## src/rtl/ucode_issue_ctrl_if.sv

```systemverilog
// Sequencer-side bus of the MUL issue controller: launch/abort pulses and latched
// operands out, generated instruction and its live flag back in.
interface ucode_issue_ctrl_if;
  logic [31:0] seq_instr;
  logic        seq_active;
  logic        seq_start;
  logic        seq_abort;
  logic [3:0]  seq_dest;
  logic [3:0]  seq_src;
  logic [15:0] seq_imm;

  modport master (
    input  seq_instr, seq_active,
    output seq_start, seq_abort, seq_dest, seq_src, seq_imm
  );

  modport slave (
    output seq_instr, seq_active,
    input  seq_start, seq_abort, seq_dest, seq_src, seq_imm
  );
endinterface

```

## src/rtl/ucode_issue_ctrl.sv

```systemverilog
// Issue controller: diverts MUL instructions from IF into the microcode sequencer
// and steers the generated instruction stream into ID until the sequence ends.
module ucode_issue_ctrl #(
  parameter logic [6:0]  MUL_OPCODE = 7'b0110011,
  parameter logic [31:0] NOP_INSTR  = 32'hC800_0000,
  parameter int unsigned WAIT_MAX   = 4
) (
  input  logic               clk,
  input  logic               rst,
  input  logic [31:0]        if_instr,
  input  logic               if_valid,
  output logic               if_stall,
  input  logic               flush,
  ucode_issue_ctrl_if.master seq,
  output logic [31:0]        id_instr,
  output logic               id_valid,
  output logic [7:0]         mul_done_cnt,
  output logic               timeout_err
);
  localparam int unsigned WW = $clog2(WAIT_MAX + 1);

  typedef enum logic [2:0] {IDLE, START, WAIT_ACT, RUN, DRAIN} state_e;

  state_e        state_q, state_d;
  logic [3:0]    dest_q, dest_d;
  logic [3:0]    src_q, src_d;
  logic [15:0]   imm_q, imm_d;
  logic [7:0]    cnt_q, cnt_d;
  logic [WW-1:0] wait_cnt_q, wait_cnt_d;
  logic          timeout_q, timeout_d;

  logic is_mul_op;
  logic mul_detect;
  logic wait_expired;

  assign is_mul_op    = (if_instr[31:25] == MUL_OPCODE);
  assign mul_detect   = if_valid && is_mul_op && !flush;
  assign wait_expired = (wait_cnt_q == WW'(WAIT_MAX - 1));

  always_ff @(posedge clk or posedge rst) begin
    if (rst) begin
      state_q    <= IDLE;
      dest_q     <= '0;
      src_q      <= '0;
      imm_q      <= '0;
      cnt_q      <= '0;
      wait_cnt_q <= '0;
      timeout_q  <= 1'b0;
    end else begin
      state_q    <= state_d;
      dest_q     <= dest_d;
      src_q      <= src_d;
      imm_q      <= imm_d;
      cnt_q      <= cnt_d;
      wait_cnt_q <= wait_cnt_d;
      timeout_q  <= timeout_d;
    end
  end

  // Flush has priority over sequencer activity and over the timeout in every busy state.
  always_comb begin
    state_d    = state_q;
    dest_d     = dest_q;
    src_d      = src_q;
    imm_d      = imm_q;
    cnt_d      = cnt_q;
    wait_cnt_d = wait_cnt_q;
    timeout_d  = timeout_q;
    case (state_q)
      IDLE: begin
        if (mul_detect) begin
          dest_d  = if_instr[24:21];
          src_d   = if_instr[20:17];
          imm_d   = if_instr[15:0];
          state_d = START;
        end
      end
      START: begin
        wait_cnt_d = '0;
        state_d    = flush ? DRAIN : WAIT_ACT;
      end
      WAIT_ACT: begin
        if (flush) begin
          state_d = DRAIN;
        end else if (seq.seq_active) begin
          state_d = RUN;
        end else begin
          wait_cnt_d = wait_cnt_q + 1'b1;
          if (wait_expired) begin
            timeout_d = 1'b1;
            state_d   = DRAIN;
          end
        end
      end
      RUN: begin
        if (flush) begin
          state_d = DRAIN;
        end else if (!seq.seq_active) begin
          cnt_d   = cnt_q + 8'd1;
          state_d = DRAIN;
        end
      end
      DRAIN:   state_d = IDLE;
      default: state_d = IDLE;
    endcase
  end

  always_comb begin
    if_stall      = (state_q != IDLE);
    seq.seq_start = (state_q == START);
    seq.seq_abort = 1'b0;
    id_valid      = 1'b0;
    case (state_q)
      IDLE:     id_valid = if_valid && !flush && !is_mul_op;
      START:    seq.seq_abort = flush;
      WAIT_ACT: begin
        if (flush) begin
          seq.seq_abort = 1'b1;
        end else if (seq.seq_active) begin
          id_valid = 1'b1;
        end else begin
          seq.seq_abort = wait_expired;
        end
      end
      RUN: begin
        if (flush) begin
          seq.seq_abort = 1'b1;
        end else begin
          id_valid = seq.seq_active;
        end
      end
      default: id_valid = 1'b0;
    endcase
    id_instr = NOP_INSTR;
    if (id_valid) begin
      id_instr = (state_q == IDLE) ? if_instr : seq.seq_instr;
    end
  end

  assign seq.seq_dest = dest_q;
  assign seq.seq_src  = src_q;
  assign seq.seq_imm  = imm_q;
  assign mul_done_cnt = cnt_q;
  assign timeout_err  = timeout_q;
endmodule

```

## src/flat_wrapper.sv

```systemverilog
// flat-port wrapper written by rule: the top's interface ports become plain ports
module ucode_issue_ctrl_flat 
#(
  parameter logic [6:0]  MUL_OPCODE = 7'b0110011,
  parameter logic [31:0] NOP_INSTR  = 32'hC800_0000,
  parameter int unsigned WAIT_MAX   = 4
)
  (clk, rst, if_instr, if_valid, if_stall, flush, id_instr, id_valid, mul_done_cnt, timeout_err, seq_seq_instr, seq_seq_active, seq_seq_start, seq_seq_abort, seq_seq_dest, seq_seq_src, seq_seq_imm);
  ucode_issue_ctrl_if seq_i ();
  input  logic clk;
  input  logic rst;
  input  logic [31:0] if_instr;
  input  logic if_valid;
  output logic if_stall;
  input  logic flush;
  output logic [31:0] id_instr;
  output logic id_valid;
  output logic [7:0] mul_done_cnt;
  output logic timeout_err;
  input wire logic [$bits(seq_i.seq_instr)-1:0] seq_seq_instr;
  input wire logic [$bits(seq_i.seq_active)-1:0] seq_seq_active;
  output wire logic [$bits(seq_i.seq_start)-1:0] seq_seq_start;
  output wire logic [$bits(seq_i.seq_abort)-1:0] seq_seq_abort;
  output wire logic [$bits(seq_i.seq_dest)-1:0] seq_seq_dest;
  output wire logic [$bits(seq_i.seq_src)-1:0] seq_seq_src;
  output wire logic [$bits(seq_i.seq_imm)-1:0] seq_seq_imm;
  assign seq_i.seq_instr = seq_seq_instr;
  assign seq_i.seq_active = seq_seq_active;
  assign seq_seq_start = seq_i.seq_start;
  assign seq_seq_abort = seq_i.seq_abort;
  assign seq_seq_dest = seq_i.seq_dest;
  assign seq_seq_src = seq_i.seq_src;
  assign seq_seq_imm = seq_i.seq_imm;
  ucode_issue_ctrl #(.MUL_OPCODE(MUL_OPCODE), .NOP_INSTR(NOP_INSTR), .WAIT_MAX(WAIT_MAX)) u_core (.clk(clk), .rst(rst), .if_instr(if_instr), .if_valid(if_valid), .if_stall(if_stall), .flush(flush), .seq(seq_i), .id_instr(id_instr), .id_valid(id_valid), .mul_done_cnt(mul_done_cnt), .timeout_err(timeout_err));
endmodule
```

## config.mk

```make
export PLATFORM = sky130hd
export DESIGN_NAME = ucode_issue_ctrl_flat
export DESIGN_NICKNAME = d
export VERILOG_FILES = /design/src/rtl/ucode_issue_ctrl_if.sv /design/src/rtl/ucode_issue_ctrl.sv /design/src/flat_wrapper.sv
export SDC_FILE = /design/constraint.sdc
export NUM_CORES = 1
export LEC_CHECK = 0
export ABC_AREA = 0
export CAP_MARGIN = 10
export CORE_MARGIN = 1
export CORE_UTILIZATION = 39
export CTS_BUF_LIST = sky130_fd_sc_hd__clkbuf_4
export CTS_CLUSTER_SIZE = 14
export DETAILED_ROUTE_END_ITERATION = 8
export MAX_ROUTING_LAYER = met4
export PLACE_DENSITY = 0.91
export SLEW_MARGIN = 20
export SYNTH_ARGS = -nofsm -noshare
export SYNTH_HDL_FRONTEND = slang
export SYNTH_SLANG_ARGS = --single-unit
```

## constraint.sdc

```tcl
create_clock -name clk -period 2.3 [get_ports clk]
set_input_delay 0.46 -clock clk [delete_from_list [all_inputs] [get_ports clk]]
set_output_delay 0.46 -clock clk [all_outputs]
set_load 0.01 [all_outputs]
```

**Word-level counts from Yosys, hierarchy flattened**

Index checks and enable logic that the tools add are counted.

- Register bits after elaboration: 39
- Latch bits: 0
- Memory bits (writable): 0
- Memory bits (read-only): 0
- Output and inout bits: 69
- Logic and storage cells: 56
- Memories kept: 0

- Add/subtract/negate cells: 2
- Multiply operators: 0
- Div/mod/pow operators: 0
- Magnitude comparators: 0
- Equal/unequal tests: 10
- Shift-type cells: 0
- Muxes and demuxes: 21
- Bitwise operators: 2
- Reduce and logical (&&, ||, !) cells: 14

Operators by type and width:

| kind | number |
|---|---|
| $mux 32 | 2 |
| $mux 3 | 9 |
| $pmux 3 s4 | 1 |
| $eq 3x2->1 const B | 3 |
| $reduce_and 3->1 | 3 |
| $add 8x1->8 const B | 1 |
| $eq 7x6->1 const B | 1 |
| $mux 1 | 6 |
| $pmux 1 s3 | 2 |
| $pmux 3 s2 | 1 |
| $logic_and 1x1->1 | 4 |
| $ne 2x2->1 const B | 2 |
| $ne 4x3->1 const B | 1 |
| $reduce_and 4->1 | 1 |
| $add 3x1->3 const B | 1 |
| $eq 3x1->1 const B | 1 |
| $logic_not 3->1 | 1 |
| $ne 3x3->1 const B | 1 |
| $reduce_bool 3->1 | 1 |
| $logic_not 1->1 | 2 |
| $ne 2x1->1 const B | 1 |
| $not 1->1 | 2 |
| $reduce_and 2->1 | 1 |
| $reduce_bool 2->1 | 1 |

**Depth between registers and ports, before layout**

Gate-level depths: netlist (run 1).

- Depth in word-level cells: 5
- Depth in mapped cells: 6
- Mapped depth without buffers: 5

**Least setup slack after synthesis (run 1)**

OpenSTA, ideal clock, no wires.

- Path kind: register -> output
- Start: register u_core.state_q[2]
- End: output id_instr[20]
- Arrival: 1.562 ns
- Setup slack: 0.278 ns
- Cell stages (with the launch flop): 7
- Cells stage by stage: dfrtp_1 > buf_2 > nor3_4 > inv_2 > a211o_1 > buf_2 > a21oi_1

- Cells in the longest elaborated chain, start to end: 3
- Elaborated cells on any way between the ends: 6
- Classes of those cells: 2 x eq/ne; 3 x mux; 1 x reduce/logical

RTL lines:

| element | line | text |
|---|---|---|
| from (decl) | ucode_issue_ctrl.sv:24 | `state_e state_q, state_d;` |
| from (signal assigned) | ucode_issue_ctrl.sv:50 | `state_q <= state_d;` |
| $eq 3x2->1 or $logic_not 3->1 (tied branches) | ucode_issue_ctrl.sv:113, ucode_issue_ctrl.sv:136 |  |
| $pmux 1 s3 or $mux 32 (tied branches) | ucode_issue_ctrl.sv:113, ucode_issue_ctrl.sv:136 |  |
| $mux 32 * | ucode_issue_ctrl.sv:135 | `if (id_valid) begin` |
| to (decl) | flat_wrapper.sv:16 | `output logic [31:0] id_instr;` |

Every way passes the cells marked *; elsewhere a longest branch is shown, timed or not.

**Worst setup path in the final report (run 1)**

- Start: input if_instr[25]
- End: output id_instr[9]

- Cells in the longest elaborated chain, start to end: 5

RTL lines:

| element | line | text |
|---|---|---|
| from (decl) | flat_wrapper.sv:12 | `input logic [31:0] if_instr;` |
| $eq 7x6->1 | ucode_issue_ctrl.sv:36 | `assign is_mul_op = (if_instr[31:25] == MUL_OPCODE);` |
| $logic_not 1->1 | ucode_issue_ctrl.sv:114 | `IDLE: id_valid = if_valid && !flush && !is_mul_op;` |
| $logic_and 1x1->1 | ucode_issue_ctrl.sv:114 |  |
| $pmux 1 s3 | ucode_issue_ctrl.sv:113 | `case (state_q)` |
| $mux 32 | ucode_issue_ctrl.sv:135 |  |

Every way passes these cells.

==> results of run 1 <==
stage by stage:
step | cells | setup WS [ps] | hold slack [ps]
after floorplan | 206 | 278.4 | 451.6
after CTS | 436 | -142.9 | 503.7
after detailed placement | 420 | -579.6 | 481.4
final | 437 | -172.2 | 498.2
after global placement | 420 | -563.3 | 440.4
after global routing | 437 | -284.7 | 513.4
timing repair:
item,CTS,global route
cloned,2,0
endpoints found under the setup margin,35,35
buffers inserted,6,2
pin swaps,19,2
resized for setup,168,18
endpoints found under the hold margin,0,0
hold buffers,0,0
registers in the layout, indices dropped and copies added, names as in the netlist:
register and count:
u_core.timeout_err 1, u_core.seq.seq_imm 16, u_core.seq.seq_dest 4, u_core.mul_done_cnt 8, u_core.state_q 3, u_core.seq.seq_src 4
u_core.wait_cnt_q 3
synth_stat cells (2+ instances only):
cell and instances:
inv_1 4, buf_6 2, dfrtp_1 39, xnor2_1 4, mux2_1 5, nor3_1 4, nand3b_1 2, mux2_4 20
clkbuf_1 4, nand3_1 4, mux2i_1 34, a21oi_1 31, ha_1 3, o21ai_1 3, buf_2 9, nand2_1 7
xor2_1 3, nor2_1 4, a211oi_1 2
routing by layer:
| layer | routed length [um] | vias to the layer above | global-route usage |
|---|---|---|---|
| met5 | 0 | - | - |
| met4 | 117 | 0 | 0.06545 |
| met3 | 560 | 13 | 0.05257 |
| met2 | 3972 | 110 | 0.4419 |
| met1 | 3003 | 1110 | 0.2813 |
| li1 | - | 1061 | - |
report_power, final:
group / total, mW / leakage, nW / internal [mW] / switching [mW]
Clock: 0.451 / 0.0426 / 0.224 / 0.227
Sequential: 0.794 / 0.539 / 0.748 / 0.0462
Combinational: 1.67 / 1.44 / 0.864 / 0.807
path summary, 6_finish.rpt:
check | cells past startpoint | endpoint | slack, ps
setup / recovery | 7 | id_instr[9] | -170
hold / removal | 1 | u_core.wait_cnt_q[0]$_DFFE_PP0P_ | 500
setup reg to reg | 7 | u_core.seq.seq_imm[4]$_DFFE_PP0P_ | 460
hold reg to reg | 1 | u_core.wait_cnt_q[0]$_DFFE_PP0P_ | 500
max in group asynchronous | 3 | u_core.seq.seq_imm[10]$_DFFE_PP0P_ | 1420
min in group asynchronous | 3 | u_core.state_q[1]$_DFFE_PP0P_ | 530
logic make-up (layout without fill, tap and decap cells):
| group | count (synthesis) | after routing | synth area share |
|---|---|---|---|
| xor gates and xnor gates | 7 | 7 | 0.02612 |
| and+or+nand+nor | 36 | 36 | 0.1034 |
| buffers and inverters | 20 | 179 | 0.04317 |
| DFF | 39 | 39 | 0.4158 |
| adders and majority gates | 3 | 3 | 0.01599 |
| AOI/OAI and AO/OA | 42 | 42 | 0.09861 |
| muxes | 59 | 59 | 0.2969 |
final cells by class:
cell class                 instances  area (um2)  area share
multi-input combinational        147        1455      0.3498
clock inverter                     3       38.79    0.009323
clock buffer                       5       37.54    0.009023
timing repair buffer             166        1544      0.3711
sequential                        39       975.9      0.2346
inverter                           5       18.77    0.004511
tap                               72       90.09     0.02165
placed cells by master (no fill, tap or decap), drive strengths merged, types with 5 or more instances in the layout:
master,Yosys,routed
dlygate4sd2,0,10
buf,11,59
nor3,5,5
nand2,7,7
clkdlybuf4s50,0,95
mux2i,34,34
a21oi,31,31
clkbuf,4,5
inv,5,5
dfrtp,39,39
mux2,25,25
worst max-delay path: stages:
cell             delay, ps
clkdlybuf4s50_1        420
and3b_1                200
a211o_4                400
buf_6                  140
buf_6                  120
a21oi_2                120
buf_2                  140
==> results.cfg, run 1 <==
[run_status]
outcome = complete, but fails checks
violations = negative setup slack

[timing]
rsz0062_at_grt = yes
skew_ps = 10.03
worst_pin_slew_ps = 502.4
hold_viol_final = 0
fin_tns_setup_ps = -3042
worst_slack_ps = -172.2
period_needed_ps = 2472
fmaxAchievable_ghz = 0.4045
setup_violations = 32
report.final.slew_viol_count = 0
min_period_over_period = 1.075
slew_headroom = 0.6651

[global_routing]
grt_use_total = 0.2484
grt_overflow_total = 0
grt_first_pass_wirelength_mm = 11.68
grt_max_degree = 40
antenna_found_initial = 0
grt_pass1_vias = 2400

[routing]
viasPerCell = 5.249
firstDrtPassIters = 4
vias = 2294
drtIter0Drc = 75
wirelength_mm = 7.653
ant_nets = 0
drc = 0
routedWlPerCell_um = 17.51

[power]
power_density_nw_per_um2 = 700.9
p_leak_nw = 2.025
power_mw = 2.916
vdd_drop_max_uv = 371.8

[synth]
synthTopCellsByArea = dfrtp_1 (42%), mux2i_1 (14%), mux2_4 (13%), a21oi_1 (6.6%), mux2_1 (2.4%)
synth_nets = 278
yosys_warnings = 0
yosysSeqAreaShare = 0.4158
synth_top_area_cell = dfrtp_1
synth_edf_count = 0
syn_area_um2 = 2347
avgSynthCellArea_um2 = 11.39
synth_flop_cell = dfrtp_1
ys_types = 41
async_flop_share = 1.000
synth_top_area_frac = 0.4158
syn_inst = 206
yosys_register_bits = 39

[worst_setup_path]
worstReg2RegStart = u_core.state_q[2]$_DFFE_PP0P_
worstSetupStartpoint = if_instr[25]
path_max_fanout = 4
cp-end-kind = output port
criticalPathCategory = in -> out
cp.required_ps = 1840
worstSetupStartpointType = input port
arrival_ps = 2010

[clock_tree]
h-tree-depth = 2
ctsRootBufferMaster = clkbuf_4
cts.sinks = 39
clockBufferDepth = 2
clock_latency_ps = 340
clk_pin_slew_ps = 110
cts_tree = yes
numCtsBuffers = 5

[finish]
layout-drive-gt1-share = 0.3479
antenna_cells = 0
design_area_um2 = 4160
fillers = 422
final_util = 0.7374
nets = 436
syn_to_final_growth_pct = 77.24

[placement]
dp_hpwl_mm = 5.263
place.gp.congestion = 0.8294
port_buffers = 137
dpl_cell_area_um2 = 3914

[floorplan]
rows = 27
placeableCoreArea_um2 = 5642
start_util = 0.4161
dieArea_um2 = 6333
die_w_um = 79.58
die_height_um = 79.58
boundaryPins = 138

[min_path]
hold_path.class = reg -> reg
min_from = u_core.wait_cnt_q[0]$_DFFE_PP0P_

[flow_run]
cap_violations = 0
Note: power is estimated with default switching activity, not from simulation.
==> run 2, diff against run 1 <==
--- a/config.mk
+++ b/config.mk
@@ -10,7 +10,7 @@
 export CORE_MARGIN = 1
 export CORE_UTILIZATION = 39
 export CTS_BUF_LIST = sky130_fd_sc_hd__clkbuf_4
-export CTS_CLUSTER_SIZE = 14
+export CTS_CLUSTER_DIAMETER = 80
 export DETAILED_ROUTE_END_ITERATION = 8
 export MAX_ROUTING_LAYER = met4
 export PLACE_DENSITY = 0.91
==> results of run 2 <==
The final DEF is identical to that of run 1; final timing and power are the same.
